<file path="src/rtl/alu_reservation_station_if.sv">
// alu_reservation_station_if
//   Bundles the ALU reservation station's dispatch, CDB snoop and issue
//   signals. clk and reset stay plain ports on the station itself.
//   Modports:
//     slave  - the reservation station (takes dispatch/CDB/issue_ready/flush,
//              drives disp_ready, issue payload and count)
//     master - the environment around it (dispatch stage, CDB, execution unit)
interface alu_reservation_station_if #(
  parameter int RS_DEPTH   = 4,
  parameter int DATA_WIDTH = 32,
  parameter int ROB_W      = 6,
  parameter int INST_W     = 32
);
  logic                            flush;

  logic                            disp_valid;
  logic                            disp_ready;
  logic [INST_W-1:0]               disp_inst;
  logic [ROB_W-1:0]                disp_tag;
  logic [1:0]                      disp_op_valid;
  logic [2*ROB_W-1:0]              disp_op_tag;
  logic [2*DATA_WIDTH-1:0]         disp_op_data;

  logic                            cdb_valid;
  logic [ROB_W-1:0]                cdb_tag;
  logic [DATA_WIDTH-1:0]           cdb_data;

  logic                            issue_valid;
  logic                            issue_ready;
  logic [INST_W-1:0]               issue_inst;
  logic [ROB_W-1:0]                issue_tag;
  logic [DATA_WIDTH-1:0]           issue_op0;
  logic [DATA_WIDTH-1:0]           issue_op1;

  logic [$clog2(RS_DEPTH+1)-1:0]   count;

  modport slave (
    input  flush,
    input  disp_valid, disp_inst, disp_tag, disp_op_valid, disp_op_tag, disp_op_data,
    output disp_ready,
    input  cdb_valid, cdb_tag, cdb_data,
    output issue_valid, issue_inst, issue_tag, issue_op0, issue_op1,
    input  issue_ready,
    output count
  );

  modport master (
    output flush,
    output disp_valid, disp_inst, disp_tag, disp_op_valid, disp_op_tag, disp_op_data,
    input  disp_ready,
    output cdb_valid, cdb_tag, cdb_data,
    input  issue_valid, issue_inst, issue_tag, issue_op0, issue_op1,
    output issue_ready,
    input  count
  );
endinterface

</file>
<file path="src/rtl/alu_reservation_station.sv">
// alu_reservation_station
//   Age-ordered reservation station in front of a single ALU. Entries wait
//   until both source operands are present (captured by CDB tag snooping) and
//   the oldest ready entry is offered to the unit over a valid/ready handshake.
//   Ports:
//     clk    - clock, all state updates on the rising edge
//     reset  - asynchronous, active-high; empties the station
//     bus    - alu_reservation_station_if.slave: flush, dispatch, CDB, issue, count
module alu_reservation_station #(
  parameter int RS_DEPTH   = 4,
  parameter int DATA_WIDTH = 32,
  parameter int ROB_W      = 6,
  parameter int INST_W     = 32
) (
  input  logic                       clk,
  input  logic                       reset,
  alu_reservation_station_if.slave   bus
);
  localparam int CW = $clog2(RS_DEPTH+1);
  localparam int IW = $clog2(RS_DEPTH);

  // Collapsing queue: slot 0 is oldest, slots [0,count_q) hold live entries.
  logic [CW-1:0]         count_q, n_count;
  logic [INST_W-1:0]     inst_q [RS_DEPTH];
  logic [ROB_W-1:0]      tag_q  [RS_DEPTH];
  logic [1:0]            rdy_q  [RS_DEPTH];
  logic [ROB_W-1:0]      otag_q [RS_DEPTH][2];
  logic [DATA_WIDTH-1:0] data_q [RS_DEPTH][2];

  logic [INST_W-1:0]     n_inst [RS_DEPTH];
  logic [ROB_W-1:0]      n_tag  [RS_DEPTH];
  logic [1:0]            n_rdy  [RS_DEPTH];
  logic [ROB_W-1:0]      n_otag [RS_DEPTH][2];
  logic [DATA_WIDTH-1:0] n_data [RS_DEPTH][2];

  logic          sel_found;
  logic [IW-1:0] sel_idx;
  logic          issue_valid_w, disp_ready_w;
  logic          issue_fire, disp_fire;
  logic [CW-1:0] wr_idx;

  // Oldest live entry with both operands ready; scanning from the young end
  // lets the last hit win, which is the oldest one.
  always_comb begin
    sel_found = 1'b0;
    sel_idx   = '0;
    for (int i = RS_DEPTH-1; i >= 0; i--) begin
      if (i < int'(count_q) && rdy_q[i] == 2'b11) begin
        sel_found = 1'b1;
        sel_idx   = IW'(i);
      end
    end
  end

  assign disp_ready_w  = !bus.flush && (count_q < CW'(RS_DEPTH));
  assign issue_valid_w = !bus.flush && sel_found;
  assign issue_fire    = issue_valid_w && bus.issue_ready;
  assign disp_fire     = bus.disp_valid && disp_ready_w;
  // When an issue fires the queue collapses by one, so the new entry lands
  // one slot lower than the current tail.
  assign wr_idx        = count_q - CW'(issue_fire);

  assign bus.disp_ready  = disp_ready_w;
  assign bus.issue_valid = issue_valid_w;
  assign bus.issue_inst  = inst_q[sel_idx];
  assign bus.issue_tag   = tag_q[sel_idx];
  assign bus.issue_op0   = data_q[sel_idx][0];
  assign bus.issue_op1   = data_q[sel_idx][1];
  assign bus.count       = count_q;

  always_comb begin
    n_inst  = inst_q;
    n_tag   = tag_q;
    n_rdy   = rdy_q;
    n_otag  = otag_q;
    n_data  = data_q;
    n_count = count_q + CW'(disp_fire) - CW'(issue_fire);

    // Collapse over the issued slot.
    for (int j = 0; j < RS_DEPTH-1; j++) begin
      if (issue_fire && j >= int'(sel_idx)) begin
        n_inst[j] = inst_q[j+1];
        n_tag[j]  = tag_q[j+1];
        n_rdy[j]  = rdy_q[j+1];
        n_otag[j] = otag_q[j+1];
        n_data[j] = data_q[j+1];
      end
    end

    // CDB wakeup applied at the post-shift position.
    for (int j = 0; j < RS_DEPTH; j++) begin
      for (int k = 0; k < 2; k++) begin
        if (!n_rdy[j][k] && bus.cdb_valid && bus.cdb_tag == n_otag[j][k]) begin
          n_rdy[j][k]  = 1'b1;
          n_data[j][k] = bus.cdb_data;
        end
      end
    end

    // New entry, with same-cycle CDB bypass for missing operands.
    for (int j = 0; j < RS_DEPTH; j++) begin
      if (disp_fire && j == int'(wr_idx)) begin
        n_inst[j] = bus.disp_inst;
        n_tag[j]  = bus.disp_tag;
        for (int k = 0; k < 2; k++) begin
          n_otag[j][k] = bus.disp_op_tag[k*ROB_W +: ROB_W];
          if (bus.disp_op_valid[k]) begin
            n_rdy[j][k]  = 1'b1;
            n_data[j][k] = bus.disp_op_data[k*DATA_WIDTH +: DATA_WIDTH];
          end else if (bus.cdb_valid && bus.cdb_tag == bus.disp_op_tag[k*ROB_W +: ROB_W]) begin
            n_rdy[j][k]  = 1'b1;
            n_data[j][k] = bus.cdb_data;
          end else begin
            n_rdy[j][k]  = 1'b0;
            n_data[j][k] = bus.disp_op_data[k*DATA_WIDTH +: DATA_WIDTH];
          end
        end
      end
    end
  end

  always_ff @(posedge clk or posedge reset) begin
    if (reset) begin
      count_q <= '0;
      for (int j = 0; j < RS_DEPTH; j++) begin
        inst_q[j] <= '0;
        tag_q[j]  <= '0;
        rdy_q[j]  <= '0;
        for (int k = 0; k < 2; k++) begin
          otag_q[j][k] <= '0;
          data_q[j][k] <= '0;
        end
      end
    end else if (bus.flush) begin
      // Squash overrides any dispatch, wakeup or issue seen this cycle.
      count_q <= '0;
      for (int j = 0; j < RS_DEPTH; j++) begin
        rdy_q[j] <= '0;
      end
    end else begin
      count_q <= n_count;
      inst_q  <= n_inst;
      tag_q   <= n_tag;
      rdy_q   <= n_rdy;
      otag_q  <= n_otag;
      data_q  <= n_data;
    end
  end
endmodule
</file>
<file path="src/flat_wrapper.sv">
// flat-port wrapper written by rule: the top's interface ports become plain ports
module alu_reservation_station_flat 
#(
  parameter int RS_DEPTH   = 4,
  parameter int DATA_WIDTH = 32,
  parameter int ROB_W      = 6,
  parameter int INST_W     = 32
)
  (clk, reset, bus_flush, bus_disp_valid, bus_disp_inst, bus_disp_tag, bus_disp_op_valid, bus_disp_op_tag, bus_disp_op_data, bus_disp_ready, bus_cdb_valid, bus_cdb_tag, bus_cdb_data, bus_issue_valid, bus_issue_inst, bus_issue_tag, bus_issue_op0, bus_issue_op1, bus_issue_ready, bus_count);
  alu_reservation_station_if #(.RS_DEPTH(RS_DEPTH), .DATA_WIDTH(DATA_WIDTH), .ROB_W(ROB_W), .INST_W(INST_W)) bus_i ();
  input  logic clk;
  input  logic reset;
  input wire logic [$bits(bus_i.flush)-1:0] bus_flush;
  input wire logic [$bits(bus_i.disp_valid)-1:0] bus_disp_valid;
  input wire logic [$bits(bus_i.disp_inst)-1:0] bus_disp_inst;
  input wire logic [$bits(bus_i.disp_tag)-1:0] bus_disp_tag;
  input wire logic [$bits(bus_i.disp_op_valid)-1:0] bus_disp_op_valid;
  input wire logic [$bits(bus_i.disp_op_tag)-1:0] bus_disp_op_tag;
  input wire logic [$bits(bus_i.disp_op_data)-1:0] bus_disp_op_data;
  output wire logic [$bits(bus_i.disp_ready)-1:0] bus_disp_ready;
  input wire logic [$bits(bus_i.cdb_valid)-1:0] bus_cdb_valid;
  input wire logic [$bits(bus_i.cdb_tag)-1:0] bus_cdb_tag;
  input wire logic [$bits(bus_i.cdb_data)-1:0] bus_cdb_data;
  output wire logic [$bits(bus_i.issue_valid)-1:0] bus_issue_valid;
  output wire logic [$bits(bus_i.issue_inst)-1:0] bus_issue_inst;
  output wire logic [$bits(bus_i.issue_tag)-1:0] bus_issue_tag;
  output wire logic [$bits(bus_i.issue_op0)-1:0] bus_issue_op0;
  output wire logic [$bits(bus_i.issue_op1)-1:0] bus_issue_op1;
  input wire logic [$bits(bus_i.issue_ready)-1:0] bus_issue_ready;
  output wire logic [$bits(bus_i.count)-1:0] bus_count;
  assign bus_i.flush = bus_flush;
  assign bus_i.disp_valid = bus_disp_valid;
  assign bus_i.disp_inst = bus_disp_inst;
  assign bus_i.disp_tag = bus_disp_tag;
  assign bus_i.disp_op_valid = bus_disp_op_valid;
  assign bus_i.disp_op_tag = bus_disp_op_tag;
  assign bus_i.disp_op_data = bus_disp_op_data;
  assign bus_disp_ready = bus_i.disp_ready;
  assign bus_i.cdb_valid = bus_cdb_valid;
  assign bus_i.cdb_tag = bus_cdb_tag;
  assign bus_i.cdb_data = bus_cdb_data;
  assign bus_issue_valid = bus_i.issue_valid;
  assign bus_issue_inst = bus_i.issue_inst;
  assign bus_issue_tag = bus_i.issue_tag;
  assign bus_issue_op0 = bus_i.issue_op0;
  assign bus_issue_op1 = bus_i.issue_op1;
  assign bus_i.issue_ready = bus_issue_ready;
  assign bus_count = bus_i.count;
  alu_reservation_station #(.RS_DEPTH(RS_DEPTH), .DATA_WIDTH(DATA_WIDTH), .ROB_W(ROB_W), .INST_W(INST_W)) u_core (.clk(clk), .reset(reset), .bus(bus_i));
endmodule
</file>
<file path="config.mk">
export PLATFORM = sky130hd
export DESIGN_NAME = alu_reservation_station_flat
export DESIGN_NICKNAME = d
export VERILOG_FILES = /design/src/rtl/alu_reservation_station_if.sv /design/src/rtl/alu_reservation_station.sv /design/src/flat_wrapper.sv
export SDC_FILE = /design/constraint.sdc
export NUM_CORES = 1
export LEC_CHECK = 0
export ABC_AREA = 0
export CORE_ASPECT_RATIO = 2
export CORE_MARGIN = 1
export CORE_UTILIZATION = 55
export CTS_CLUSTER_SIZE = 12
export DETAILED_ROUTE_END_ITERATION = 6
export PLACE_DENSITY = 0.78
export SLEW_MARGIN = 25
export SYNTH_ARGS = -nofsm -noshare
export SYNTH_HDL_FRONTEND = slang
export SYNTH_SLANG_ARGS = --single-unit
</file>
<file path="constraint.sdc">
create_clock -name clk -period 18.56 [get_ports clk]
set_clock_uncertainty 0.2 [all_clocks]
set_input_delay 1.856 -clock clk [delete_from_list [all_inputs] [get_ports clk]]
set_output_delay 1.856 -clock clk [all_outputs]
set_load 0.05 [all_outputs]
</file>
==> results.toml, run 1 <==
[cts]
cts-htree-levels = 2
cts_setup_buffers = 0
cts_tree = "done"
cts_resized = 0
clock_latency_ns = 0.59
holdBufCountCts = 0
numCtsBuffers = 46
root_buffer = "clkbuf_16"
clock_sinks = 467
path_clk_slew_ns = 0.06
cts.path.max_buffers = 3

[synth]
synth_edf_count = 0
synth_area_leaders = "dfrtp_1 43%, mux2i_1 11%, nand2_1 8.6%"
ys_types = 67
ys_ff_latch = 467
synth_top_area_cell = "dfrtp_1"
synthArstFlopShare_pct = 100.0
synth_cells = 3160
syn_area_mm2 = 0.02737
synthTopCellsByCount = "626 x nand2_1, 467 x dfrtp_1, 310 x nor2_1"
synth_top_area_share_pct = 42.70
syn_nets = 3327
yosys_warnings = 0
yosysMostFrequentCell = "nand2_1"
synth_ff_type = "dfrtp_1"
synth.avg_cell_area_um2 = 8.661
ys_seq_area_share_pct = 42.70

[detailed_routing]
via_count = 26370
route.detailed.drc = 12
drtIter0Drc = 3059
drtAntennaViolNets = 0
routed_wl_mm = 99.43
viasPerCell = 6.792
first_pass_iters = 7
avgRoutedWirePerCell_um = 25.61

[critical_path]
r2r.worst_path.cells = 14
crit_required_ns = 16.50
criticalPathCategory = "reg2out"
crit_path_start_kind = "register"
worstPathArrival_ns = 5.54
slowest_delay_ns = 0.93
crit_end = "bus_issue_op1[6]"
path_depth = 10
crit_start = "u_core.bus.count[1]$_DFF_PP0_"
worstReg2RegStart = "u_core.bus.count[1]$_DFF_PP0_"
critPathTopFamily = "buffers and inverters"
path_max_fanout = 96
cp.buffers_inverters = 3
rrSetupSlack_ns = 12.57
slowest_stage = "clkdlybuf4s50_1"
path_cells = "inv_1, ha_1, and3b_1, o21bai_4, a21oi_4, buf_4, and2_1, a211oi_1, a31oi_1, clkdlybuf4s50_1"
rr_endpoint = "u_core.data_q[70]$_DFFE_PP0P_"
cp-end-kind = "primary output"

[power_and_ir_drop]
powerDensity_mw_per_mm2 = 128.0
p_clk_share_pct = 21.9
p_seq_share_pct = 41.7
intPower_mw = 2.449
p_sw_mw = 1.588
combPwrFrac_pct = 36.4
leakage_nw = 14.32
vdd_drop_max_mv = 0.09495
netSwitchingFraction_pct = 39.34
power.total_mw = 4.037

[floorplanning]
dieArea_mm2 = 0.05071
die_h_um = 317.5
initial_core_util_pct = 55.61
coreArea_mm2 = 0.04921
die_width_um = 159.7
ios = 267
rows = 115

[status]
status = "complete, but fails checks"
violations = "DRC"

[min_path]
hp-class = "reg2reg"

[timing]
slew_viol_final = 0
finalSetupViolations = 0
relSlewSlack_pct = 22.05
fin_ws_ns = 10.97
fin_setup_tns_ns = 0
rsz0062_at_grt = "no"
fmax_mhz = 131.7
fin_crit_ns = 7.593
worst_pin_slew_ns = 1.169
hold_viol_final = 0
fin_crit_sh_pct = 40.91

[flow_run]
maxCapViolCount = 0

[placement]
dp_hpwl_mm = 61.41
post-place-cells = 3813
dp_slack_ns = 11.26
gp_congestion = 0.9968
port_buffers = 266

[global_route]
grt_pass1_vias = 26810
globalRouteTotalUtil_pct = 38.65
overflow = 0
antenna_found_initial = 1
grt_pass1_wl_mm = 152.1
grt_max_degree = 205

[final_layout]
final_util_pct = 64.07
nets = 3387
fillCellCount = 4086
layout-drive-gt1-share_pct = 7.103
area_growth_pct = 15.20
final_cells = 3882
worst register-to-register path, stage by stage, from the launching register on:
cell and delay (ns):
dfrtp_1 0.42, inv_1 0.12, ha_1 0.21, and3b_1 0.21, o21ba_2 0.60, a31oi_1 0.18, and2_1 0.21, ha_1 0.22
inv_1 0.07, ha_1 0.35, nand3_4 0.11, buf_4 0.70, buf_4 1.01, o21a_2 1.03, a21oi_1 0.18
layout make-up:
cell class / instances / area [um2] / area share (%)
clock inverters: 5 / 68.82 / 0.2183
multi-input cells: 2375 / 14560 / 46.20
repair buffers: 317 / 3105 / 9.850
clock buffers: 61 / 1239 / 3.929
well taps: 643 / 804.5 / 2.552
diodes: 1 / 2.502 / 0.007937
flip-flops and latches: 467 / 11690 / 37.07
inverters: 13 / 56.30 / 0.1786
per-stage QoR:
stage	area, um2	hold slack, ns
after detailed placement	30150	0.2850
final	31530	0.3009
after CTS	31460	0.2990
after floorplan	27370	0.2633
after global routing	31520	0.3180
after global placement	30140	0.2752
worst min path at each step:
stage,from,endpoint,slack [ns],cells past startpoint
after floorplan,u_core.data_q[100]$_DFFE_PP0P_,u_core.data_q[100]$_DFFE_PP0P_,0.26,1
after global placement,u_core.data_q[112]$_DFFE_PP0P_,u_core.data_q[112]$_DFFE_PP0P_,0.28,1
after detailed placement,u_core.data_q[125]$_DFFE_PP0P_,u_core.data_q[125]$_DFFE_PP0P_,0.28,1
after CTS,u_core.data_q[125]$_DFFE_PP0P_,u_core.data_q[125]$_DFFE_PP0P_,0.30,1
after global routing,u_core.data_q[124]$_DFFE_PP0P_,u_core.data_q[124]$_DFFE_PP0P_,0.32,1
final,u_core.data_q[125]$_DFFE_PP0P_,u_core.data_q[125]$_DFFE_PP0P_,0.30,1
power groups by stage:
stage / Sequential, mW / Combinational, mW / Clock [mW]
finish: 1.68 / 1.47 / 0.886
global placement: 1.65 / 1.40 / 0
detailed placement: 1.68 / 1.45 / 0
floorplan: 1.58 / 1.04 / 0
CTS: 1.66 / 1.46 / 0.890
global route: 1.71 / 1.58 / 0.926
layer usage:
| layer | wire [um] | vias up | track usage, % |
|---|---|---|---|
| met4 | 9422 | 2 | 34.19 |
| met1 | 33390 | 12820 | 41.70 |
| met5 | 12 | - | 0 |
| li1 | - | 11260 | - |
| met2 | 48100 | 1770 | 64.71 |
| met3 | 8496 | 514 | 6.939 |
flip-flops by register name, summed over array words and instances, names as in the netlist:
register,flops
u_core.bus.count,3
u_core.data_q,256
u_core.inst_q,128
u_core.otag_q,48
u_core.rdy_q,8
u_core.tag_q,24
placed cells by master (no fill, tap or decap), types with 47 or more instances in the layout:
cell type	instances
a211oi_1	127
a21oi_1	210
a31oi_1	224
and2_1	106
clkbuf_16	47
clkdlybuf4s50_1	266
dfrtp_1	467
mux2_2	84
mux2i_1	296
nand2_1	624
nor2_1	306
o21ai_0	57
o22ai_1	48
kinds of logic (layout without fill, tap and decap cells):
logic type      count (synthesis)  after routing  synth area share (%)
fa+ha+maj                       7              7                0.3475
simple gates                 1139           1139                 17.63
other cells                     0              1                     0
xor+xnor                       45             45                 1.440
mux                           381            381                 14.36
compound gates                803            803                 18.73
flops                         467            467                 42.70
buf+inv                       318            396                 4.791
Power figures use the tool's default switching activity.
==> run 2, diff against run 1 <==
Settings changed: CORE_UTILIZATION 55 to 53, PLACE_DENSITY 0.78 to 0.79.
Clock period 18.56 ns to 6.5 ns, I/O delays scaled along.
==> results.toml, run 2 (synthesized netlist as in run 1, its figures left out) <==
[detailed_routing]
drtIter0Drc = 3382
routed_wl_mm = 100.7
first_pass_iters = 7
drtAntennaViolNets = 0
route.detailed.drc = 0
viasPerCell = 6.736
via_count = 26250
avgRoutedWirePerCell_um = 25.85

[placement]
gp_congestion = 0.9512
dp_hpwl_mm = 63.06
placed_area_mm2 = 0.03029
post-place-cells = 3831
port_buffers = 266
dp_slack_ns = 1.473

[cts]
cts.path.max_buffers = 3
cts_resized = 0
clock_sinks = 467
clock_latency_ns = 0.58
path_clk_slew_ns = 0.06
root_buffer = "clkbuf_16"
cts_setup_buffers = 0
holdBufCountCts = 0
cts-htree-levels = 2
numCtsBuffers = 46
cts_tree = "done"

[critical_path]
cp.buffers_inverters = 3
path_cells = "inv_1, ha_1, and3b_1, o21bai_2, a21oi_4, buf_4, and2_1, a211oi_1, a31oi_1, clkdlybuf4s50_1"
cp-end-kind = "primary output"
crit_required_ns = 5.65
path_max_fanout = 64
slowest_stage = "clkdlybuf4s50_1"
slowest_delay_ns = 0.95
worstPathArrival_ns = 4.78
criticalPathCategory = "reg2out"
crit_path_start_kind = "register"
critPathTopFamily = "buffers and inverters"

[flow_run]
maxCapViolCount = 0

[timing]
whs_ns = 0.2892
hold_viol_final = 0
fin_crit_ns = 5.631
relSlewSlack_pct = 16.32
fin_ws_ns = 0.8692
finalSetupViolations = 0
worst_pin_slew_ns = 1.251
fin_crit_sh_pct = 86.63
fmax_mhz = 177.6
rsz0062_at_grt = "no"
slew_viol_final = 0

[floorplanning]
die_h_um = 323.4
dieArea_mm2 = 0.05260
initial_core_util_pct = 53.72
ios = 267
rows = 117
die_width_um = 162.7
coreArea_mm2 = 0.05094

[final_layout]
area_growth_pct = 15.35
nets = 3392
largest_register = "u_core.data_q"
largest_reg_flops = 256
top_regs = "u_core.data_q (256), u_core.inst_q (128), u_core.otag_q (48)"
final_cells = 3897
final_cell_area_mm2 = 0.03157
layout_common_cells = "624 x nand2_1, 467 x dfrtp_1, 305 x nor2_1"
layout-drive-gt1-share_pct = 7.191
layout_commonest_cell = "nand2_1"

[global_route]
overflow = 0
grt_max_degree = 158
grt_pass1_vias = 26300
grt_pass1_wl_mm = 153.1
antenna_found_initial = 10
globalRouteTotalUtil_pct = 38.23

[status]
status = "finished clean"

[power_and_ir_drop]
leakage_nw = 14.34
vdd_drop_max_mv = 0.3497
powerDensity_mw_per_mm2 = 363.0

[min_path]
hp-class = "in2async"
==> run 2: cell count changes in the layout (fill, tap and decap cells not counted), sizes merged <==
cell      change
clkbuf        -2
buf           +5
inv           -2
diode         +2
clkinvlp      +2
bufinv        -1
==> run 2: area by class of cell <==
cell class	count	area, um2
fillers	4313	19380
well taps	654	818.3
multi-input cells	2375	14540
diodes	3	7.507
clock buffers	59	1241
flip-flops and latches	467	11690
clock inverters	4	26.28
inverters	13	52.55
repair buffers	322	3196
==> run 2: worst paths after layout <==
check                                                from                             end  slack (ns)  cells past startpoint
setup / recovery            u_core.bus.count[1]$_DFF_PP0_                bus_issue_op1[6]        0.87                     10
hold / removal                                      reset   u_core.inst_q[57]$_DFFE_PP0P_        0.29                      2
setup reg to reg            u_core.bus.count[1]$_DFF_PP0_  u_core.data_q[193]$_DFFE_PP0P_        1.39                     14
hold reg to reg            u_core.data_q[104]$_DFFE_PP0P_  u_core.data_q[104]$_DFFE_PP0P_        0.31                      1
max in group asynchronous                           reset   u_core.data_q[82]$_DFFE_PP0P_        4.59                      3
min in group clk           u_core.data_q[104]$_DFFE_PP0P_  u_core.data_q[104]$_DFFE_PP0P_        0.31                      1
==> run 2: per-layer routing <==
metal  vias up  global-route usage, %  routed length, um
li1      11270                      -                  -
met1     12620                  42.37              33150
met2      1856                  61.50              47410
met3       497                  8.052              10140
met4        10                  34.10               9974
met5         -                      0                 61
==> run 2: metrics by stage <==
| stage | setup TNS [ns] | util, % | power [mW] |
|---|---|---|---|
| 6_report | 0 | 61.97 | 11.46 |
| 5_1_grt | 0 | 61.96 | 11.97 |
| 4_1_cts | 0 | 61.95 | 11.38 |
| 3_5_place_dp | 0 | 59.46 | 8.917 |
| 3_3_place_gp | 0 | 59.44 | 8.674 |
| 2_1_floorplan | -314.25 | - | 7.489 |
==> run 2: power breakdown <==
group / total, mW / switching, mW / internal, mW
registers: 4.79 / 0.853 / 3.94
clock network: 2.47 / 1.14 / 1.32
logic: 4.20 / 2.51 / 1.69
==> run 2: worst register-to-register path: cells and delay by family, from the launching register on <==
family	cells	cell delay (ns)
AND/OR/NAND/NOR	5	1.40
adder cells (fa/ha/maj)	2	0.67
AO/OA/AOI/OAI	4	1.45
buffers and inverters	3	0.84
flip-flops	1	0.43
